## src/rtl/axis_packet_gen.sv

```systemverilog
// AXI-Stream test packet generator: configurable packet/beat counts, partial
// final beat, inter-packet gap and data pattern, with tready backpressure.
module axis_packet_gen #(
    parameter int          TDATA_WIDTH = 32,
    parameter int          LEN_WIDTH   = 16,
    parameter int          GAP_WIDTH   = 8,
    parameter logic [31:0] LFSR_TAPS   = 32'h80200003
) (
    input  logic                       aclk,
    input  logic                       areset,
    input  logic                       start,
    input  logic                       abort,
    input  logic [LEN_WIDTH-1:0]       num_packets,
    input  logic [LEN_WIDTH-1:0]       beats_per_pkt,
    input  logic [7:0]                 last_bytes,
    input  logic [GAP_WIDTH-1:0]       gap_cycles,
    input  logic [1:0]                 pattern,
    input  logic [TDATA_WIDTH-1:0]     seed,
    output logic [TDATA_WIDTH-1:0]     m_axis_tdata,
    output logic [TDATA_WIDTH/8-1:0]   m_axis_tkeep,
    output logic                       m_axis_tlast,
    output logic                       m_axis_tvalid,
    input  logic                       m_axis_tready,
    output logic                       busy,
    output logic                       done,
    output logic [LEN_WIDTH-1:0]       pkts_sent
);

    localparam int                     BYTES    = TDATA_WIDTH / 8;
    localparam logic [7:0]             BYTES_8  = 8'(BYTES);
    localparam logic [TDATA_WIDTH-1:0] ONE_D    = {{(TDATA_WIDTH-1){1'b0}}, 1'b1};
    localparam logic [TDATA_WIDTH-1:0] TAPS     = TDATA_WIDTH'(LFSR_TAPS);
    localparam logic [LEN_WIDTH-1:0]   ONE_L    = {{(LEN_WIDTH-1){1'b0}}, 1'b1};
    localparam logic [LEN_WIDTH-1:0]   ZERO_L   = {LEN_WIDTH{1'b0}};
    localparam logic [GAP_WIDTH-1:0]   ONE_G    = {{(GAP_WIDTH-1){1'b0}}, 1'b1};
    localparam logic [GAP_WIDTH-1:0]   ZERO_G   = {GAP_WIDTH{1'b0}};
    localparam logic [BYTES-1:0]       KEEP_ALL = {BYTES{1'b1}};

    typedef enum logic [1:0] {
        IDLE = 2'd0,
        SEND = 2'd1,
        GAP  = 2'd2,
        DONE = 2'd3
    } state_t;

    function automatic logic [TDATA_WIDTH-1:0] first_data(input logic [1:0] pat,
                                                          input logic [TDATA_WIDTH-1:0] s);
        logic [TDATA_WIDTH-1:0] v;
        case (pat)
            2'd2:    v = (s == {TDATA_WIDTH{1'b0}}) ? ONE_D : s;
            2'd3:    v = ONE_D;
            default: v = s;
        endcase
        return v;
    endfunction

    function automatic logic [TDATA_WIDTH-1:0] next_data(input logic [1:0] pat,
                                                         input logic [TDATA_WIDTH-1:0] x);
        logic [TDATA_WIDTH-1:0] v;
        case (pat)
            2'd0:    v = x + ONE_D;
            2'd2:    v = x[0] ? ((x >> 1) ^ TAPS) : (x >> 1);
            2'd3:    v = {x[TDATA_WIDTH-2:0], x[TDATA_WIDTH-1]};
            default: v = x;
        endcase
        return v;
    endfunction

    // LSB-aligned byte mask; 0 or a full-width count means every byte valid
    function automatic logic [BYTES-1:0] keep_for(input logic [7:0] lb);
        logic [BYTES-1:0] k;
        for (int i = 0; i < BYTES; i++) begin
            k[i] = (lb == 8'd0) || (lb >= BYTES_8) || (8'(i) < lb);
        end
        return k;
    endfunction

    state_t                  state_r, state_n;
    logic [LEN_WIDTH-1:0]    npkt_r, npkt_n;
    logic [LEN_WIDTH-1:0]    beats_r, beats_n;
    logic [BYTES-1:0]        keep_last_r, keep_last_n;
    logic [GAP_WIDTH-1:0]    gap_cfg_r, gap_cfg_n;
    logic [1:0]              pat_r, pat_n;
    logic [TDATA_WIDTH-1:0]  data_r, data_n;
    logic [LEN_WIDTH-1:0]    beat_r, beat_n;
    logic [LEN_WIDTH-1:0]    pkts_r, pkts_n;
    logic [GAP_WIDTH-1:0]    gap_cnt_r, gap_cnt_n;
    logic                    abort_r, abort_n;
    logic                    tvalid_r, tvalid_n;
    logic                    tlast_r, tlast_n;
    logic [BYTES-1:0]        tkeep_r, tkeep_n;
    logic                    done_r, done_n;
    logic                    busy_r, busy_n;

    logic                    hs_s;
    logic                    abort_any_s;
    logic                    last_pkt_s;
    logic [LEN_WIDTH-1:0]    beats_start_s;
    logic                    start_last_s;
    logic                    beat0_last_s;
    logic                    next_last_s;

    assign hs_s          = tvalid_r & m_axis_tready;
    assign abort_any_s   = abort_r | abort;
    assign last_pkt_s    = ({1'b0, pkts_r} + {ZERO_L, 1'b1}) >= {1'b0, npkt_r};
    assign beats_start_s = (beats_per_pkt == ZERO_L) ? ONE_L : beats_per_pkt;
    assign start_last_s  = (beats_start_s == ONE_L);
    assign beat0_last_s  = (beats_r == ONE_L);
    assign next_last_s   = ((beat_r + ONE_L) == (beats_r - ONE_L));

    // Next-state, counter and output-register computation
    always_comb begin
        state_n     = state_r;
        npkt_n      = npkt_r;
        beats_n     = beats_r;
        keep_last_n = keep_last_r;
        gap_cfg_n   = gap_cfg_r;
        pat_n       = pat_r;
        data_n      = data_r;
        beat_n      = beat_r;
        pkts_n      = pkts_r;
        gap_cnt_n   = gap_cnt_r;
        abort_n     = abort_r;
        tvalid_n    = tvalid_r;
        tlast_n     = tlast_r;
        tkeep_n     = tkeep_r;

        case (state_r)
            IDLE: begin
                abort_n = 1'b0;
                if (start) begin
                    npkt_n      = num_packets;
                    beats_n     = beats_start_s;
                    keep_last_n = keep_for(last_bytes);
                    gap_cfg_n   = gap_cycles;
                    pat_n       = pattern;
                    data_n      = first_data(pattern, seed);
                    beat_n      = ZERO_L;
                    pkts_n      = ZERO_L;
                    if (num_packets == ZERO_L) begin
                        state_n  = DONE;
                        tvalid_n = 1'b0;
                        tlast_n  = 1'b0;
                    end else begin
                        state_n  = SEND;
                        tvalid_n = 1'b1;
                        tlast_n  = start_last_s;
                        tkeep_n  = start_last_s ? keep_for(last_bytes) : KEEP_ALL;
                    end
                end else begin
                    tvalid_n = 1'b0;
                end
            end
            SEND: begin
                abort_n = abort_any_s;
                if (hs_s) begin
                    data_n = next_data(pat_r, data_r);
                    if (tlast_r) begin
                        pkts_n = pkts_r + ONE_L;
                        beat_n = ZERO_L;
                        if (last_pkt_s || abort_any_s) begin
                            state_n  = DONE;
                            tvalid_n = 1'b0;
                            tlast_n  = 1'b0;
                        end else if (gap_cfg_r != ZERO_G) begin
                            state_n   = GAP;
                            gap_cnt_n = gap_cfg_r;
                            tvalid_n  = 1'b0;
                            tlast_n   = 1'b0;
                        end else begin
                            tvalid_n = 1'b1;
                            tlast_n  = beat0_last_s;
                            tkeep_n  = beat0_last_s ? keep_last_r : KEEP_ALL;
                        end
                    end else begin
                        beat_n  = beat_r + ONE_L;
                        tlast_n = next_last_s;
                        tkeep_n = next_last_s ? keep_last_r : KEEP_ALL;
                    end
                end else begin
                    tvalid_n = 1'b1;
                end
            end
            GAP: begin
                abort_n = abort_any_s;
                if (gap_cnt_r <= ONE_G) begin
                    if (abort_any_s) begin
                        state_n = DONE;
                    end else begin
                        state_n  = SEND;
                        tvalid_n = 1'b1;
                        tlast_n  = beat0_last_s;
                        tkeep_n  = beat0_last_s ? keep_last_r : KEEP_ALL;
                    end
                end else begin
                    gap_cnt_n = gap_cnt_r - ONE_G;
                end
            end
            DONE: begin
                state_n  = IDLE;
                abort_n  = 1'b0;
                tvalid_n = 1'b0;
            end
            default: begin
                state_n  = IDLE;
                tvalid_n = 1'b0;
            end
        endcase

        done_n = (state_n == DONE);
        busy_n = (state_n != IDLE);
    end

    // State, configuration and output registers with synchronous reset
    always_ff @(posedge aclk) begin
        if (areset) begin
            state_r     <= IDLE;
            npkt_r      <= ZERO_L;
            beats_r     <= ONE_L;
            keep_last_r <= KEEP_ALL;
            gap_cfg_r   <= ZERO_G;
            pat_r       <= 2'd0;
            data_r      <= {TDATA_WIDTH{1'b0}};
            beat_r      <= ZERO_L;
            pkts_r      <= ZERO_L;
            gap_cnt_r   <= ZERO_G;
            abort_r     <= 1'b0;
            tvalid_r    <= 1'b0;
            tlast_r     <= 1'b0;
            tkeep_r     <= {BYTES{1'b0}};
            done_r      <= 1'b0;
            busy_r      <= 1'b0;
        end else begin
            state_r     <= state_n;
            npkt_r      <= npkt_n;
            beats_r     <= beats_n;
            keep_last_r <= keep_last_n;
            gap_cfg_r   <= gap_cfg_n;
            pat_r       <= pat_n;
            data_r      <= data_n;
            beat_r      <= beat_n;
            pkts_r      <= pkts_n;
            gap_cnt_r   <= gap_cnt_n;
            abort_r     <= abort_n;
            tvalid_r    <= tvalid_n;
            tlast_r     <= tlast_n;
            tkeep_r     <= tkeep_n;
            done_r      <= done_n;
            busy_r      <= busy_n;
        end
    end

    assign m_axis_tdata  = data_r;
    assign m_axis_tkeep  = tkeep_r;
    assign m_axis_tlast  = tlast_r;
    assign m_axis_tvalid = tvalid_r;
    assign busy          = busy_r;
    assign done          = done_r;
    assign pkts_sent     = pkts_r;

endmodule

```

## config.mk

```make
export PLATFORM = sky130hd
export DESIGN_NAME = axis_packet_gen
export DESIGN_NICKNAME = d
export VERILOG_FILES = /design/src/rtl/axis_packet_gen.sv
export SDC_FILE = /design/constraint.sdc
export NUM_CORES = 1
export LEC_CHECK = 0
export CAP_MARGIN = 10
export CORE_MARGIN = 5
export CORE_UTILIZATION = 40
export CTS_CLUSTER_DIAMETER = 60
export DETAILED_ROUTE_END_ITERATION = 16
export GPL_TIMING_DRIVEN = 0
export PLACE_DENSITY = 0.66
export SETUP_SLACK_MARGIN = 0.5
export SYNTH_ARGS = -nofsm -noshare
export SYNTH_HDL_FRONTEND = slang
export SYNTH_SLANG_ARGS = --single-unit
```

## constraint.sdc

```tcl
create_clock -name aclk -period 5.7 [get_ports aclk]
set_clock_uncertainty 0.05 [all_clocks]
set_input_delay 1.71 -clock aclk [delete_from_list [all_inputs] [get_ports aclk]]
set_output_delay 1.71 -clock aclk [all_outputs]
set_load 0.02 [all_outputs]
```

==> flow_summary.toml <==
[yosys]
synthTopCellsByCount = "nand2_1, dfxtp_1, a21oi_1, nor2_1, clkbuf_1"
yosysWarnings = 0
yosysUniqueCellTypes = 69
netlist_area_mm2 = 0.00836
syn_nets = 1245
yosysTopAreaCellShare_pct = 30.9
ys.flop_type = "dfxtp_1"
synth_top_cell_by_area = "dfxtp_1"
synth-seq-area-share_pct = 30.9
post-synth-top-count-cell = "nand2_1"
synth_cells = 1131
synthArstFlopShare_pct = 0
ys_seq_elements = 129
netlist_top_cells_area = "dfxtp_1, a21oi_1, nand2_1"
syn_avg_cell_area_um2 = 7.39
synth_edf_count = 0

[layout]
final_cells = 1575
area_growth_pct = 28.1
fin_nets = 1406
seqCellArea_mm2 = 0.00258
multiInputGateArea_mm2 = 0.00535
n_antenna_cell = 0
fillers = 2039
drive_above_1_share_pct = 4.67

[critical_path]
slowest_stage = "nor4b_2"
startpoint_type = "flop"
critPathKind = "flop to flop"
reg2reg_from = "pkts_sent[0]"
arrival_ns = 5.01
r2r_end = "m_axis_tkeep[2]"
r2r_cells = 14
crit_chain = "ha_1, nand3_1, nor4b_2, nand3_1, xnor2_1, ha_1, and4_1, nand4_1, o21ai_0, a211oi_1, nand3_1, or2_2, a311o_1, o41ai_1"
path_max_fanout = 8
r2r_slack_ns = 0.97
critPathMaxStageDelay_ns = 0.61
cpMostUsedCell = "nand3_1"
end_kind = "flop"
crit_required_ns = 5.98

[run]
drv_cap = 0

[placed_design]
hpwl_mm = 22.4
place_congestion = 0.929
portBuffers = 142
dpl.cell_count = 1543

[clock_network]
clk_pin_slew_ns = 0.06
cts_made_buffers = 17
clockBufferDepth = 2
htreeDepth = 4
clock_latency_ns = 0.43
post_cts_buffers = 0
cts.sinks = 129
hold_buffers = 0
ctsResizeCount = 0
cts_tree = "done"
clock-root-buffer = "clkbuf_16"

[power]
seq_power_share_pct = 36.0
intPower_mw = 1.95
peakVddDrop_v = 0.000208
p_per_area_mw_per_mm2 = 273
power_frac_comb_pct = 26.2
power.switching_uw = 979
p_leak_nw = 3.84
finalPower_mw = 2.93
p_clk_share_pct = 37.9
netSwitchingFraction_pct = 33.5

[sta]
worst_pin_slew_ns = 0.922
tns_ns = 0
post-route-period-util_pct = 82.9
hold_viol = 0
fin_crit_ns = 4.73
rsz0062_at_grt = "no"
setup_viol = 0
relSlewSlack_pct = 38.5
slew_viol_final = 0
max_freq_mhz = 212

[grt]
grt_overflow_total = 0
grt_max_degree = 17
antenna_found_initial = 0
grt_first_pass_wirelength_mm = 46.8
grt_pass1_vias = 8615
grt.total_usage_pct = 24.4

[min_path]
hold_class = "flop to flop"
worstHoldStart = "keep_last_r[3]"
holdPathStages = 2
whs_endpoint = "keep_last_r[3]"

[die]
initial_core_util_pct = 40.9
core_area_mm2 = 0.0204
rows = 52
ios = 143
dieHeight_um = 155
die_w_um = 155
die-area_mm2 = 0.0239

[drt]
avgRoutedWirePerCell_um = 19.1
drc = 0
drt_wl_total_mm = 30.1
dr.first_iter.drc_count = 961
ant_nets = 0
vias_per_cell = 5.90
first_pass_iters = 5
num_vias = 9290

[status]
outcome = "completed"
[cell usage in the layout (no fill, tap or decap), types with 7 or more instances in the layout]
cell	count
nand2_1	159
clkdlybuf4s50_1	142
dfxtp_1	129
a21oi_1	126
nor2_1	118
clkbuf_1	59
o21ai_0	47
nand3_1	43
xnor2_1	43
inv_1	38
nor3_1	33
nor4_1	28
ha_1	27
xor2_1	23
mux2i_1	21
a211oi_1	18
a221oi_1	17
clkbuf_16	17
nand4_1	14
a22oi_1	14
or3_1	13
and3_1	12
nor2b_1	12
buf_1	11
o22ai_1	8
or2_2	7
and4_1	7
o211ai_1	7
[per-layer routing]
metal	part of all wire, %	GRT usage, %	wire length, µm
met1	43	32.8	12900
met2	44	37.7	13300
met3	10	6.37	3090
met4	2.6	8.75	772
met5	0	0	0
[how the worst max path moves through the flow]
stage               slack [ns]         start               to  cells past startpoint
floorplan                 1.80  pkts_sent[0]  m_axis_tkeep[1]                     14
global placement          0.94         abort  m_axis_tkeep[2]                      8
detailed placement        0.92         abort  m_axis_tkeep[3]                      8
CTS                       1.00  pkts_sent[0]  m_axis_tkeep[3]                     14
global route              0.67  pkts_sent[0]  m_axis_tkeep[1]                     14
finish                    0.97  pkts_sent[0]  m_axis_tkeep[2]                     14
[per-stage QoR]
step | util [%] | hold WS (ns) | cell area, µm² | setup slack (ns)
5_1_grt | 52.4 | 0.410 | 10700 | 0.667
6_report | 52.4 | 0.398 | 10700 | 0.972
2_1_floorplan | - | 0.373 | 8360 | 1.80
3_5_place_dp | 49.5 | 0.385 | 10100 | 0.921
4_1_cts | 52.4 | 0.394 | 10700 | 1.00
3_3_place_gp | 49.5 | 0.384 | 10100 | 0.939
[worst max-delay path, delay by kind of cell, from the launching register on]
family	cells	cell delay, ns
AOI/OAI and AO/OA	4	1.38
DFF	1	0.47
xor gates and xnor gates	1	0.26
adders and majority gates	2	0.53
and+or+nand+nor	7	1.93
[state kept, by name (all words and copies together), names as in the netlist, 2 cells and up]
signal        cells
m_axis_tdata     32
beat_r           16
beats_r          16
npkt_r           16
pkts_sent        16
gap_cfg_r         8
gap_cnt_r         8
keep_last_r       4
m_axis_tkeep      4
pat_r             2
state_r           2
[power by group through the flow]
stage / Clock [mW] / Combinational [mW] / Sequential [mW]
after global placement: 0 / 0.743 / 1.07
after global routing: 1.16 / 0.826 / 1.06
after detailed placement: 0 / 0.749 / 1.07
after floorplan: 0 / 0.412 / 1.09
final: 1.11 / 0.765 / 1.05
after CTS: 1.12 / 0.753 / 1.05
[cell type report]
type / instances / area share (%)
Buffer: 73 / 2.61
Timing Repair Buffer: 142 / 13.3
Sequential cell: 129 / 24.1
Clock inverter: 12 / 1.24
Clock buffer: 20 / 4.27
Inverter: 38 / 1.33
Multi-Input combinational cell: 891 / 50.0
Tap cell: 270 / 3.16
[kinds of logic (layout without fill, tap and decap cells)]
group,Yosys count,after routing,synth area share [%]
AOI/OAI and AO/OA,294,294,22.1
xor gates and xnor gates,67,67,7.11
adders and majority gates,27,27,4.04
buffers and inverters,111,285,5.04
DFF,129,129,30.9
muxes,27,27,3.32
and+or+nand+nor,476,476,27.5
No activity file was read; power rests on OpenSTA's default activity.
